===== config.mk =====
export PLATFORM = sky130hd
export DESIGN_NAME = clock_divider
export DESIGN_NICKNAME = d
export VERILOG_FILES = /design/src/rtl/clock_divider.sv
export SDC_FILE = /design/constraint.sdc
export NUM_CORES = 1
export LEC_CHECK = 0
export ABC_AREA = 1
export ABC_CLOCK_PERIOD_IN_PS = 1850
export CORE_AREA = 2 2 39 41
export CTS_BUF_LIST = sky130_fd_sc_hd__clkbuf_4
export DETAILED_ROUTE_END_ITERATION = 6
export DIE_AREA = 0 0 41 43
export GPL_TIMING_DRIVEN = 0
export PLACE_DENSITY = 0.45
export SETUP_SLACK_MARGIN = 0.1
export SLEW_MARGIN = 10
export SYNTH_ARGS = -nofsm -noshare
export SYNTH_HDL_FRONTEND = slang
export SYNTH_SLANG_ARGS = --single-unit

===== constraint.sdc =====
create_clock -name clk_in -period 1.85 [get_ports clk_in]
set_clock_uncertainty 0.1 [all_clocks]
set_input_delay 0.37 -clock clk_in [delete_from_list [all_inputs] [get_ports clk_in]]
set_output_delay 0.37 -clock clk_in [all_outputs]
set_load 0.02 [all_outputs]

===== src/rtl/clock_divider.sv =====
// Integer clock divider: produces a registered square wave at I_CLK_FREQ/N, where N = I_CLK_FREQ/O_CLK_FREQ.
// N == 1 degenerates to a reset-gated pass-through of the input clock.
module clock_divider #(
  parameter int unsigned I_CLK_FREQ = 100_000_000,
  parameter int unsigned O_CLK_FREQ = 1_000_000
) (
  input  logic clk_in,
  input  logic reset,
  output logic clk_out
);

  // Guarded divisor keeps elaboration alive long enough to report a zero output frequency cleanly.
  localparam int unsigned N = I_CLK_FREQ / ((O_CLK_FREQ > 0) ? O_CLK_FREQ : 1);

  if (O_CLK_FREQ == 0) begin : g_bad_zero
    $fatal(1, "clock_divider: O_CLK_FREQ must be greater than zero");
  end

  if (O_CLK_FREQ > I_CLK_FREQ) begin : g_bad_ratio
    $fatal(1, "clock_divider: O_CLK_FREQ (%0d) exceeds I_CLK_FREQ (%0d)", O_CLK_FREQ, I_CLK_FREQ);
  end

  if (N <= 1) begin : g_pass
    assign clk_out = clk_in & ~reset;
  end else begin : g_div
    localparam int unsigned W = $clog2(N);
    localparam logic [W-1:0] LAST       = W'(N - 1);
    localparam logic [W-1:0] HIGH_START = W'((N + 1) / 2);

    // Power-up values for FPGA targets; reset still defines the state everywhere else.
    logic [W-1:0] cnt_q = '0;
    logic [W-1:0] cnt_d;
    logic         clk_out_q = 1'b0;
    logic         clk_out_d;

    // Out-of-range counts (>= N) fall into the wrap branch, so a corrupted count recovers in one edge.
    always_comb begin
      cnt_d     = (cnt_q >= LAST) ? '0 : cnt_q + 1'b1;
      clk_out_d = (cnt_d >= HIGH_START);
    end

    // NOTE: state registers use non-blocking assignments so every flop samples the pre-edge values.
    always_ff @(posedge clk_in) begin
      if (reset) begin
        cnt_q     <= '0;
        clk_out_q <= 1'b0;
      end else begin
        cnt_q     <= cnt_d;
        clk_out_q <= clk_out_d;
      end
    end

    assign clk_out = clk_out_q;
  end

endmodule


==> impl_results.md <==
* Status: finished clean
* Root Driver: clkbuf_4
* Chip height at approximately 43 µm
* Most common cell after layout, fill and taps aside: nand2_1
* Vias in the first global route at between 200 and 300
* Worst-Skew Late Latency at 0.25 ns
* Cts hold-fix bufs at 0
* Top post-synthesis cells by area: dfxtp_1 40%, nand2_1 12%, inv_1 8.5%, nor2_1 8.5%, nand3_1 5.0%
* FF-to-FF path depth at 7
* Setup WS post-layout at 0.2402 ns
* P_leak at roughly 0.23 nW
* Cell Area, Synth at 397.9 µm²
* Yosys warnings at 0
* Total gr overflow at 0
* Seq cells post-synth at 8
* Layout cells sized above 1 at 15.00%
* Die width at 41 µm
* Required @ worst endpoint at 1.38 ns
* First-pass GRT wire length at 1159 µm
* Vias per inst at between 4 and 5
* Clock net sink count at 8
* Crit path depth at 1
* DR DRC count at 0
* CP top delay family: buffers and inverters
* Detailed placement HPWL at approximately 520 µm
* Syn-to-layout area delta at 15.72%
* Placer Congestion at 0.6223
* Sequential Area at roughly 160 µm²
* Buf/Inv on CP at 1
* # IOs at 3
* DP Worst Slack at about 0.36 ns
* Post-Syn Instances at 55
* Antenna-violating nets left at 0
* Total GRT Usage at 10.58%
* Core ar. at 0.001384 mm²
* Hold crit path type: reg2reg
* WP data arrival at about 1.1 ns
* Row cnt at 14
* Tmin final at 1.610 ns
* H-tree depth at 1
* Reg-to-reg endpoint: clk_out
* Hold_sp: g_div.cnt_q[0]
* 1st-iter DRT viols at 3
* Total power at roughly 0.35 mW
* R2r startpoint: g_div.cnt_q[0]
* Crit-path slowest cell: clkdlybuf4s50_1
* Max Fclk at 621.2 MHz
* TritonCTS clock tree: yes
* RSZ-0062 raised after global routing: false
* Largest net degree at the start of global routing at 8
* Antenna violations before repair at 0
* Max_slew headroom at ~82%
* Final-report setup violation count at 0
* Syn Area/Cell at 7.234 µm²
* Syn nets at 58
* Cts bufs inserted at 3
* Worst Setup EP: clk_out
* Critical Path End Type: primary output
* Register area share after synthesis at between 40% and 50%
* Layout fillers at between 150 and 200
* Worst slew pin tran at ~0.27 ns
* Clk buf depth at 2
* Cts repair resizes at 0
* Post-CTS Setup Bufs at 0
* Crit path launch type: flip-flop
* Max cap viols at 0
* Power Density at 770.9 mW/mm²
* Area of the multi-input gates at just under 200 µm²
* Die area at 0.001763 mm²
* Pre-antenna DRT Iters at 2
* Slew Limit Fails at 0
* Diode count at 0
* Critical-path cell list: clkdlybuf4s50_1
* Post-synth cell types at 15
* Total wire length at 689 µm
* Commonest non-fill, non-tap cells in the layout: 13 x nand2_1, 9 x inv_1, 9 x nor2_1
* DR WL/cell at slightly above 9 µm
* Peak VDD IR at approximately 0.00040 V
* Setup TNS at 0 ns
* Synth top area share at 40.25%
* Clk slew on worst S/H paths at ~0.05 ns
* Crit path launch: clk_out
* Critical path class: reg2out
* Worst-path maximum fanout at 1
* Period utilization at 87.02%
* Final Util at around 33%
* Initial core utilization at 28.75%
* Total number of vias at 325
* Reg2reg setup slack at roughly 0.36 ns
* Post-synth top area cell: dfxtp_1
* IO Port Bufs at 2
* Number of nets in the layout at 65
* Final hold vios at 0
* Crit path largest cell delay at around 0.6 ns
layer usage:
layer  GRT usage [%]  wire (µm)  vias to the layer above
met1           14.01        332                      139
met4           12.00         12                        0
li1                -          -                      181
met5               0          0                        -
met3           1.571         14                        2
met2           12.81        330                        3
where the power goes:
| part | internal [mW] | switching, mW | total (mW) |
|---|---|---|---|
| clock | 0.0742 | 0.0594 | 0.134 |
| sequential | 0.178 | 0.00728 | 0.185 |
| combinational | 0.0167 | 0.0193 | 0.0360 |
Yosys cell counts:
master and n:
nand3_1 4, ha_1 1, nor2_1 9, nand2_1 13, o21bai_1 1, xnor2_1 1, nand2_2 1, dfxtp_1 8
nor2_4 1, inv_1 9, a21oi_1 1, nor2_2 1, buf_6 1, nand4_1 2, nand3_2 2
worst min-delay path by stage:
| stage | to | slack (ns) | depth (start not counted) |
|---|---|---|---|
| global route | g_div.cnt_q[0] | 0.49 | 1 |
| detailed placement | g_div.cnt_q[0] | 0.43 | 1 |
| global placement | g_div.cnt_q[0] | 0.42 | 1 |
| CTS | g_div.cnt_q[0] | 0.44 | 1 |
| finish | g_div.cnt_q[0] | 0.43 | 1 |
| floorplan | g_div.cnt_q[0] | 0.36 | 1 |
cell families after synthesis:
| family | synth area share (%) |
|---|---|
| AOI/OAI and AO/OA | 3.144 |
| and+or+nand+nor | 39.94 |
| buffers and inverters | 11.32 |
| DFF | 40.25 |
| adders and majority gates | 3.144 |
| xor gates and xnor gates | 2.202 |
registers in the layout, indices dropped and copies added, names as in the netlist:
register	cells
clk_out	1
g_div.cnt_q	7
worst reg2reg max path, stage by stage (launching register included):
cell and delay, ns:
dfxtp_1 0.46, ha_1 0.32, xnor2_1 0.17, nand2_1 0.08
nor2_1 0.11, nor2_1 0.04, nand2_1 0.05, nand2_1 0.04
stage by stage:
step                      instance area (µm²)  hold WS, ns  std cells
after floorplan                         397.9       0.3634         55
after global placement                  437.9       0.4223         73
after detailed placement                437.9       0.4270         73
after CTS                               460.4       0.4394         76
after global routing                    460.4       0.4890         76
final                                   460.4       0.4346         76
area by class of cell:
cell class,count,share of cell area (%)
Timing Repair Buffer,2,4.348
Tap cell,16,4.348
Buffer,1,2.446
Multi-Input combinational cell,37,41.85
Sequential cell,8,34.78
Clock buffer,3,4.891
Inverter,9,7.337
No activity file was read; power rests on OpenSTA's default activity.
==> RTL edit 1 (same settings) <==
Set the parameter `I_CLK_FREQ` to 200_000_000 (it was 100_000_000).
--- a/src/rtl/clock_divider.sv
+++ b/src/rtl/clock_divider.sv
@@ -1,7 +1,7 @@
 // Integer clock divider: produces a registered square wave at I_CLK_FREQ/N, where N = I_CLK_FREQ/O_CLK_FREQ.
 // N == 1 degenerates to a reset-gated pass-through of the input clock.
 module clock_divider #(
-  parameter int unsigned I_CLK_FREQ = 100_000_000,
+  parameter int unsigned I_CLK_FREQ = 200_000_000,
   parameter int unsigned O_CLK_FREQ = 1_000_000
 ) (
   input  logic clk_in,
Check against the original RTL: same outputs for any inputs over 10 cycles, from zero or initial values and one cycle with reset high; that may be too few to reach the edited logic, so the function may still have changed.
==> RTL edit 1 against the unedited design <==
- wire length up 4.6%
- area after synthesis up 11%
- setup slack worse by 0.0019 ns
- worst hold slack worse by 0.073 ns
- sequential cell count up 1
- total power up 8.6%
- critical path type unchanged
- final area up 11%
==> RTL edit 1: results <==
group,metric,value,unit
setup_path,ff2ff_setup_slack,0.44,ns
sta,timing.slew.headroom,0.8140,
routing,wl_met1,379,um
setup_path,crit_path_start,"clk_out",
grt,grt_pass1_wl,1.449,mm
synth,synth-seq-area-share,0.4079,
pwr,ir_drop,361.3,uV
placed_design,dp.cells,79,
synth,syn_nets,64,
routing,drt_iter0_drc,2,
pwr,seq_cell_power,0.204,mW
final_layout,largest_reg_flops,8,
run_status,status,"complete, no violations",
pwr,clock_power_share,0.413,
pwr,p_int,0.3065,mW
synth,netlist_instances,61,
pwr,leakage,0.2793,nW
pwr,p_per_area,753.1,mW/mm2
routing,met2_length,318,um
routing,vias,351,
grt,grt_pass1_vias,346,
placed_design,place_congestion,0.6815,
synth,ys_top_cells_by_area,"dfxtp_1, nand2_1, inv_1",
routing,via_per_inst,4.229,
routing,dr_wl_met3,11,um
sta,period_share,0.8712,
routing,wl,721,um
final_layout,layout-drive-gt1-share,0.2090,
grt,gr-usage-all-layers,0.1279,
placed_design,dp_slack,0.2701,ns
routing,drt_first_pass_iters,4,
synth,synthTopCellsByCount,"nand2_1, inv_1, dfxtp_1, nor2_1, nand3_1",
setup_path,crit_fanout,1,
-- RTL edit 1: how the worst min path moves through the flow --
stage | startpoint | end | slack, ns | depth (start not counted)
detailed placement | g_div.cnt_q[0] | g_div.cnt_q[0] | 0.35 | 1
global placement | g_div.cnt_q[0] | g_div.cnt_q[0] | 0.35 | 1
floorplan | g_div.cnt_q[0] | g_div.cnt_q[0] | 0.33 | 1
CTS | g_div.cnt_q[0] | g_div.cnt_q[0] | 0.37 | 1
global route | g_div.cnt_q[0] | g_div.cnt_q[0] | 0.40 | 1
finish | g_div.cnt_q[0] | g_div.cnt_q[0] | 0.36 | 1
-- RTL edit 1: cells by family (layout without fill, tap and decap cells) --
| group | Yosys count | count (layout) | synth area share |
|---|---|---|---|
| DFF | 9 | 9 | 0.4079 |
| adders and majority gates | 1 | 1 | 0.02832 |
| and+or+nand+nor | 36 | 36 | 0.4249 |
| AOI/OAI and AO/OA | 4 | 4 | 0.04530 |
| buffers and inverters | 11 | 17 | 0.09349 |
-- RTL edit 1: layer usage --
metal | global-route usage | vias up
met5 | 0 | -
met1 | 0.1916 | 146
li1 | - | 202
met3 | 0.01571 | 2
met2 | 0.1469 | 1
met4 | 0.1200 | 0
-- RTL edit 1: cell type report --
cell class	count	area (um2)	area share
clock buffer	4	30.03	0.05868
inverter	11	41.29	0.08068
multi-input combinational	41	220.2	0.4303
tap	16	20.02	0.03912
timing repair buffer	2	20.02	0.03912
sequential	9	180.2	0.3521
-- RTL edit 1: stage by stage --
step / cell area [um2] / utilization
final: 511.7 / 0.3698
after global routing: 511.7 / 0.3698
after CTS: 511.7 / 0.3698
after detailed placement: 481.7 / 0.3481
after global placement: 481.7 / 0.3481
after floorplan: 441.7 / -
==> RTL edit 2 (config.mk and constraints unchanged) <==
Without the edit above. Make the reset (`reset`) asynchronous in one clocked block.
--- a/src/rtl/clock_divider.sv
+++ b/src/rtl/clock_divider.sv
@@ -40,7 +40,7 @@
     end
 
     // NOTE: state registers use non-blocking assignments so every flop samples the pre-edge values.
-    always_ff @(posedge clk_in) begin
+    always_ff @(posedge clk_in or posedge reset) begin
       if (reset) begin
         cnt_q     <= '0;
         clk_out_q <= 1'b0;
Check against the original RTL: same outputs for any inputs over 10 cycles, from zero or initial values and one cycle with reset high; that may be too few to reach the edited logic, so the function may still have changed.
==> RTL edit 2 against the unedited design <==
- final area increased by 6.2%
- sequential cell count unchanged
- utilization increased by 2.1 points
- setup slack got worse by 0.042 ns
- die area unchanged
- wire length increased by 0.87%
- area after synthesis increased by 7.2%
- non-clock buffer count decreased by 1
- critical path type unchanged
Power is not compared: it rests on default switching activity, and its combinational part moved more than twofold at a synthesized area within 25%.
==> RTL edit 2: results <==
group,metric,value,unit
run_status,status,"complete, no violations",
setup_path,reg2reg_depth,8,
synth,synth_xor_area_frac,0,
sta,period_share,0.8926,
final_layout,layout-drive-gt1-share,0.1525,
synth,synth_compound_area_frac,0.04106,
setup_path,reg2reg_to,"clk_out",
setup_path,critPathArrivalTime,1.18,ns
synth,ys_top_cells_by_area,"dfrtp_1, nand2_1, inv_1",
routing,drt_iter0_drc,0,
setup_path,crit_path_start,"clk_out",
pwr,totalPowerFinal,0.3143,mW
final_layout,finalNetCount,64,
grt,grt_start_max_net_pins,9,
placed_design,dp_slack,0.3562,ns
sta,tightestPinTransition,0.3022,ns
grt,gr-usage-all-layers,0.1137,
setup_path,r2r_start,"g_div.cnt_q[0]",
synth,synth-seq-area-share,0.4692,
grt,grt_pass1_wl,1.269,mm
routing,drt_first_pass_iters,1,
synth,syn_nets,57,
placed_design,place_congestion,0.7078,
grt,grt_pass1_vias,322,
placed_design,placed_cell_area,466.7,um2
setup_path,ff2ff_setup_slack,0.34,ns
placed_design,dp.cells,72,
synth,yosysUniqueCellTypes,13,
min_path,hold_path_class,"in -> async",
synth,syn_avg_cell_area,7.901,um2
sta,hold_ws,0.2538,ns
placed_design,dpl.hpwl,550.4,um
[RTL edit 2: changes by cell type after synthesis, sizes merged, moves of 2 or more]
cell and change:
dfxtp -8, dfrtp +8, inv +4, nand2 +2, nor2 -6
[RTL edit 2: kinds of logic (layout without fill, tap and decap cells)]
kind of cell / Yosys count / after routing
AOI/OAI and AO/OA: 3 / 3
buffers and inverters: 13 / 18
DFF: 8 / 8
adders and majority gates: 1 / 1
and+or+nand+nor: 29 / 29
[RTL edit 2: cell type report]
class | instances | area (um2)
sequential | 8 | 200.2
multi-input combinational | 33 | 177.7
timing repair buffer | 2 | 20.02
tap | 16 | 20.02
fill | 158 | 894.6
clock buffer | 3 | 22.52
inverter | 13 | 48.80
[RTL edit 2: per-layer routing]
| metal | up-vias | global-route usage | wire, um |
|---|---|---|---|
| met5 | - | 0 | 0 |
| met4 | 0 | 0.1200 | 33 |
| met3 | 5 | 0.01571 | 11 |
| met2 | 5 | 0.1531 | 313 |
| met1 | 132 | 0.1400 | 337 |
| li1 | 174 | - | - |
